[config.mk]
export PLATFORM = sky130hd
export DESIGN_NAME = conv_encoder
export DESIGN_NICKNAME = d
export VERILOG_FILES = /design/src/rtl/conv_encoder.sv
export SDC_FILE = /design/constraint.sdc
export NUM_CORES = 1
export LEC_CHECK = 0
export CORE_UTILIZATION = 53
export DETAILED_ROUTE_END_ITERATION = 10
export PLACE_DENSITY = 0.84
export SLEW_MARGIN = 20
export SYNTH_ARGS = -nofsm -noshare
export SYNTH_HDL_FRONTEND = slang
export SYNTH_SLANG_ARGS = --single-unit
[constraint.sdc]
create_clock -name clk -period 4.2 [get_ports clk]
set_input_delay 0.63 -clock clk [delete_from_list [all_inputs] [get_ports clk]]
set_output_delay 0.63 -clock clk [all_outputs]
set_load 0.02 [all_outputs]
[src/rtl/conv_encoder.sv]
`default_nettype none
// ============================================================================
// Module      : conv_encoder
// Description : Rate-1/2 feed-forward convolutional encoder, one bit/handshake.
//               CONV_ENC_TAIL_EN adds K-1 zero tail pairs per frame.
// Revision    : 1.0
// ============================================================================

module conv_encoder #(
    parameter int unsigned    K     = 3,
    parameter logic [K-1:0]   G0    = 3'b111,
    parameter logic [K-1:0]   G1    = 3'b101,
    parameter int unsigned    CNT_W = 16
) (
    input  logic             clk,
    input  logic             rst,
    input  logic             in_bit,
    input  logic             in_valid,
    input  logic             in_last,
    output logic             in_ready,
    output logic [1:0]       out_pair,
    output logic             out_valid,
    output logic             out_last,
    input  logic             out_ready,
    output logic             busy,
    output logic [CNT_W-1:0] frame_bits
);

    localparam int unsigned SR_W = K - 1;

`ifdef CONV_ENC_TAIL_EN
    localparam int unsigned     TC_W    = (K > 2) ? $clog2(K - 1) : 1;
    localparam logic [TC_W-1:0] TC_LAST = TC_W'(K - 2);

    typedef enum logic [1:0] {
        S_IDLE = 2'd0,
        S_DATA = 2'd1,
        S_TAIL = 2'd2
    } state_t;

    logic [TC_W-1:0] tc_q, tc_d;
`else
    typedef enum logic [1:0] {
        S_IDLE = 2'd0,
        S_DATA = 2'd1
    } state_t;
`endif

    state_t           state_q, state_d;
    logic [SR_W-1:0]  sr_q, sr_d, sr_shift;
    logic [1:0]       pair_q, pair_d;
    logic             valid_q, valid_d;
    logic             last_q, last_d;
    logic [CNT_W-1:0] cnt_q, cnt_d;

    logic             out_free;
    logic             in_xfer;
    logic             tail_emit;
    logic             new_pair;
    logic             enc_bit;
    logic [K-1:0]     v;

    assign out_free = !valid_q || out_ready;
    assign in_ready = ((state_q == S_IDLE) || (state_q == S_DATA)) && out_free;
    assign in_xfer  = in_valid && in_ready;
`ifdef CONV_ENC_TAIL_EN
    assign tail_emit = (state_q == S_TAIL) && out_free;
`else
    assign tail_emit = 1'b0;
`endif
    assign new_pair = in_xfer || tail_emit;
    // Tail slots encode a forced zero input.
    assign enc_bit  = in_xfer && in_bit;
    assign v        = {enc_bit, sr_q};

    generate
        if (K == 2) begin : g_sr_k2
            assign sr_shift = enc_bit;
        end else begin : g_sr_kn
            assign sr_shift = {enc_bit, sr_q[SR_W-1:1]};
        end
    endgenerate

    always_comb begin
        state_d = state_q;
        sr_d    = sr_q;
        pair_d  = pair_q;
        valid_d = valid_q;
        last_d  = last_q;
        cnt_d   = cnt_q;
`ifdef CONV_ENC_TAIL_EN
        tc_d    = tc_q;
`endif

        if (valid_q && out_ready) begin
            valid_d = 1'b0;
            last_d  = 1'b0;
        end

        if (new_pair) begin
            valid_d = 1'b1;
            last_d  = 1'b0;
            pair_d  = {^(v & G0), ^(v & G1)};
            sr_d    = sr_shift;
        end

        if (in_xfer) begin
            if (state_q == S_IDLE) begin
                cnt_d = CNT_W'(1);
            end else if (cnt_q != {CNT_W{1'b1}}) begin
                cnt_d = cnt_q + CNT_W'(1);
            end
            state_d = S_DATA;
            if (in_last) begin
`ifdef CONV_ENC_TAIL_EN
                state_d = S_TAIL;
                tc_d    = '0;
`else
                // Truncated trellis: next frame starts from state 0.
                state_d = S_IDLE;
                last_d  = 1'b1;
                sr_d    = '0;
`endif
            end
        end

`ifdef CONV_ENC_TAIL_EN
        if (tail_emit) begin
            if (tc_q == TC_LAST) begin
                last_d  = 1'b1;
                state_d = S_IDLE;
                tc_d    = '0;
            end else begin
                tc_d = tc_q + TC_W'(1);
            end
        end
`endif
    end

    always_ff @(posedge clk) begin
        if (rst) begin
            state_q <= S_IDLE;
            sr_q    <= '0;
            pair_q  <= '0;
            valid_q <= 1'b0;
            last_q  <= 1'b0;
            cnt_q   <= '0;
`ifdef CONV_ENC_TAIL_EN
            tc_q    <= '0;
`endif
        end else begin
            state_q <= state_d;
            sr_q    <= sr_d;
            pair_q  <= pair_d;
            valid_q <= valid_d;
            last_q  <= last_d;
            cnt_q   <= cnt_d;
`ifdef CONV_ENC_TAIL_EN
            tc_q    <= tc_d;
`endif
        end
    end

    assign out_pair   = pair_q;
    assign out_valid  = valid_q;
    assign out_last   = last_q;
    assign frame_bits = cnt_q;
    assign busy       = (state_q != S_IDLE) || valid_q;

endmodule

`default_nettype wire

Yosys cells after proc, flatten, opt, wreduce, memory -nomap -nowiden --
Cells that the tools add are included.
Storage, ports and cells: input bits 6, flip-flop bits (word level) 24, word-level logic and storage cells 36
Operators by class: eq/ne operators 2, reduce and logical (&&, ||, !) cells 15, $add $sub $neg 1, multiplexer cells 12
Operators with widths (count):
- two-way mux 16 bit | 2
- adder 16 x 1 -> 16 bit (second input constant) | 1
- inequality test 16 bit (second input constant) | 1
- two-way mux 1 bit | 7
- two-way mux 2 bit | 3
- nonzero test 2 bit | 3
- parity 3 bit | 2
- logical AND 1 bit | 4
- logical OR 1 bit | 3
- == test 2 x 1 -> 1 bit (second input constant) | 1
- logical NOT 2 bit | 1
- AND reduction 2 bit | 1
- logical NOT 1 bit | 1

Logic depth before layout (Yosys ltp) --
depth after elaboration 8, gate-level depth with buffers 7

Least setup slack after synthesis --
OpenSTA, ideal clock, no wires.
path kind input port to flip-flop, start input port out_ready, end register cnt_q[5], in the netlist frame_bits[5], slack 2.386 ns, required time 4.129 ns, arrival time 1.744 ns, buffers on the path 0, stages on the path 5, path through nand2b_1 -> and2_1 -> o211ai_4 -> or4_1 -> a21oi_1
On the way: word-level cells in the longest chain between the ends 4
RTL lines:
- start, declared | line 24 | input logic out_ready,
- logical OR 1 bit | line 63 | assign out_free = !valid_q || out_ready;
- logical AND 1 bit | line 64 | assign in_ready = ((state_q == S_IDLE) || (state_q == S_DATA)) && out_free;
- logical AND 1 bit | line 65 | assign in_xfer = in_valid && in_ready;
- AND reduction 2 bit (no line)
- end signal, assigned | line 157 | cnt_q <= cnt_d;
- end, declared | line 54 | logic [CNT_W-1:0] cnt_q, cnt_d;
Every way passes these cells. A chain may end at the register's enable or synchronous reset.

Worst setup path after layout --
start input port out_ready, end output port in_ready
On the way: word-level cells in the longest chain between the ends 2
RTL lines:
- logical OR 1 bit | line 63
- logical AND 1 bit | line 64
- end, declared | line 20 | output logic in_ready,
Every way passes these cells.

==> impl_metrics.env <==
export IMPL_drt_initial_drc_count=48
export IMPL_reg2reg_depth=6
export IMPL_globalRouteOverflowTotal=0
export IMPL_routed_wl_um=2920
export IMPL_ant_nets=0
export IMPL_finClkSkew_ps=7.70
export IMPL_synth_area_leader_cell="dfxtp_1"
export IMPL_p_seq_frac=0.591
export IMPL_die_h_um=50.5
export IMPL_r2r_start="frame_bits[0]"
export IMPL_routabilityCongestion=0.831
export IMPL_grt_max_degree=27
export IMPL_synth_area_um2=1250
export IMPL_rsz0062_at_grt="no"
export IMPL_sw_frac_of_total=0.268
export IMPL_num_antenna_cells=0
export IMPL_die_area_um2=2550
export IMPL_cp_start_kind="input pin"
export IMPL_p_leak_uw=0.000514
export IMPL_max_freq_mhz=391
export IMPL_dr_wl_met3_um=159
export IMPL_min_period_over_period=0.610
export IMPL_ys_seq_elements=23
export IMPL_worst_slew_margin_rel=0.390
export IMPL_vias=1236
export IMPL_cp_end_kind="output port"
export IMPL_dr_max_layer_used="met4"
export IMPL_critPathBufInv=2
export IMPL_synth_cell_types=45
export IMPL_hold_end="out_pair[1]"
export IMPL_reg2reg_slack_ps=2160
export IMPL_worst_pin_slew_ps=912
export IMPL_tns_ps=0
export IMPL_nFillCells=194
export IMPL_path_cells="clkdlybuf4s50_1 > nand2b_1 > clkdlybuf4s50_1"
export IMPL_vdd_drop_max_uv=169
export IMPL_reg2reg_to="frame_bits[8]"
export IMPL_worstPathArrival_ps=1930
export IMPL_cts_resized=0
export IMPL_hold_slack_ps=471
export IMPL_coreArea_um2=2210
export IMPL_syn_inst=152
export IMPL_power_density_nw_per_um2=253
export IMPL_status="completed"
export IMPL_async_flop_share=0
export IMPL_synth_edf_count=0
export IMPL_ys_seq_area_frac=0.369
export IMPL_fp_dieW_um=50.5
export IMPL_hpwl_um=2080
export IMPL_crit_family="buffers and inverters"
export IMPL_grt_pass1_wl_um=4770
export IMPL_slowest_stage="clkdlybuf4s50_1"
export IMPL_worst_ep_required_time_ps=3570
export IMPL_synth_top_area_share=0.369
export IMPL_cts_root_buffer="clkbuf_4"
export IMPL_pin_count=28
export IMPL_ctsHoldBuffers=0
export IMPL_crit_type="input pin to output port"
export IMPL_routed_wl_met2_um=1500
export IMPL_syn_nets=159
export IMPL_numClockSinks=23
export IMPL_ys_flop_type="dfxtp_1"
export IMPL_ys_warn_count=0
export IMPL_cts_buffers=3
export IMPL_clk_pin_slew_ps=120
export IMPL_cts_tree="done"
export IMPL_syn_to_final_growth_pct=23.5
export IMPL_start_util=0.564
export IMPL_synth_area_leaders="dfxtp_1 37%, a21oi_1 7.2%, nand2_1 3.9%"
export IMPL_min_path_cells=2
export IMPL_grt_antenna_before_repair=0
export IMPL_htree_levels=1
export IMPL_grt_total_usage=0.247
export IMPL_hold_start="out_pair[1]"
export IMPL_post_cts_buffers=0
export IMPL_wl_met1_um=1230
export IMPL_rows=17
export IMPL_setup_viol=0
export IMPL_finalMaxSlewViolations=0
export IMPL_port_buffers=27
export IMPL_intPower_uw=285
export IMPL_drive_above_1_share=0.0739
export IMPL_p_sw_uw=104
export IMPL_p_comb_frac=0.143
export IMPL_avgSynthCellArea_um2=8.21
export IMPL_viasPerCell=6.06
export IMPL_fin_nets=184
export IMPL_drc=0
export IMPL_slowest_delay_ps=630
export IMPL_wl_per_cell_um=14.3
export IMPL_p_total_uw=389
export IMPL_grt_pass1_vias=1128
export IMPL_maxCapViolations=0
export IMPL_cp_depth=3
export IMPL_final_hold_viol_count=0
export IMPL_p_clk_frac=0.266
export IMPL_cts_path_max_buffers=2
export IMPL_period_needed_ps=2560
export IMPL_critPathMostFrequentCell="clkdlybuf4s50_1"
export IMPL_insertion_delay_ps=320
export IMPL_drt_first_pass_iters=4
export IMPL_hold_path_class="flop to flop"
export IMPL_crit_fanout=5
==> power by group through the flow <==
stage          combinational [uW]  sequential [uW]  clock [uW]
2_1_floorplan                31.0              237           0
3_3_place_gp                 54.0              235           0
3_5_place_dp                 55.4              235           0
4_1_cts                      55.7              230         109
5_1_grt                      60.1              231         115
6_report                     55.6              230         103
==> worst min-delay path: cells and delay by family (launching register included) <==
kind / cells / cell delay [ps]
AOI/OAI and AO/OA: 1 / 50
DFF: 1 / 330
and+or+nand+nor: 1 / 60
==> cells in the mapped netlist, types with 3 or more instances <==
master / count
nand2b_1: 3
dfxtp_1: 23
nor2_1: 9
o21ai_0: 9
a21oi_1: 18
nand3_1: 9
inv_1: 8
or3_1: 5
and3_1: 3
a31oi_1: 4
nor3_1: 5
nand2_1: 13
clkbuf_1: 4
==> per-stage QoR <==
| stage | utilization | area [um2] | setup slack, ps | instances |
|---|---|---|---|---|
| 2_1_floorplan | - | 1250 | 2390 | 152 |
| 3_3_place_gp | 0.684 | 1510 | 1680 | 200 |
| 3_5_place_dp | 0.684 | 1510 | 1620 | 200 |
| 4_1_cts | 0.696 | 1540 | 1630 | 204 |
| 5_1_grt | 0.696 | 1540 | 1580 | 204 |
| 6_report | 0.696 | 1540 | 1640 | 204 |
==> final cells by class <==
| class | instances | area [um2] | area share |
|---|---|---|---|
| multi-input cells | 114 | 718 | 0.466 |
| well taps | 28 | 35.0 | 0.0227 |
| flip-flops and latches | 23 | 460 | 0.299 |
| inverters | 8 | 30.0 | 0.0195 |
| repair buffers | 27 | 270 | 0.175 |
| clock buffers | 4 | 26.3 | 0.0171 |
==> layer usage <==
metal,global-route usage,vias to the layer above
met4,0.0880,0
met2,0.453,37
li1,-,611
met5,0,-
met1,0.285,583
met3,0.0394,5
==> kinds of logic after synthesis <==
logic type,share of synthesized area
xor gates and xnor gates,0.0140
adders and majority gates,0.0100
AOI/OAI and AO/OA,0.249
and+or+nand+nor,0.287
muxes,0.0160
buffers and inverters,0.0552
DFF,0.369
==> how the worst max path moves through the flow <==
stage	startpoint	slack, ps	end
after detailed placement	out_ready	1620	frame_bits[5]
final	out_ready	1640	in_ready
after global routing	out_ready	1580	in_ready
after CTS	out_ready	1630	in_ready
after global placement	out_ready	1680	in_ready
after floorplan	out_ready	2390	frame_bits[5]
==> registers in the layout, indices dropped and copies added, names as in the netlist <==
name and count:
frame_bits 16, state_q 1, out_last 1, sr_q 2
out_pair 2, out_valid 1
==> cell usage in the layout (no fill, tap or decap), types with 2 or more instances in the layout <==
cell,Yosys,layout
nand3b_1,2,2
mux2i_1,2,2
nand2b_1,3,3
clkbuf_4,0,3
nor2_1,9,9
nand2_1,13,13
xor2_1,2,2
o21ai_0,9,9
nor3_1,5,5
inv_1,8,8
a311o_1,2,2
dfxtp_1,23,23
a21oi_1,18,18
nand3_1,9,9
or3_1,5,5
clkdlybuf4s50_1,0,27
a31oi_1,4,4
and2_1,2,2
and3_1,3,3
o31ai_1,2,2
nand4_1,2,2
Note: power is estimated with default switching activity, not from simulation.
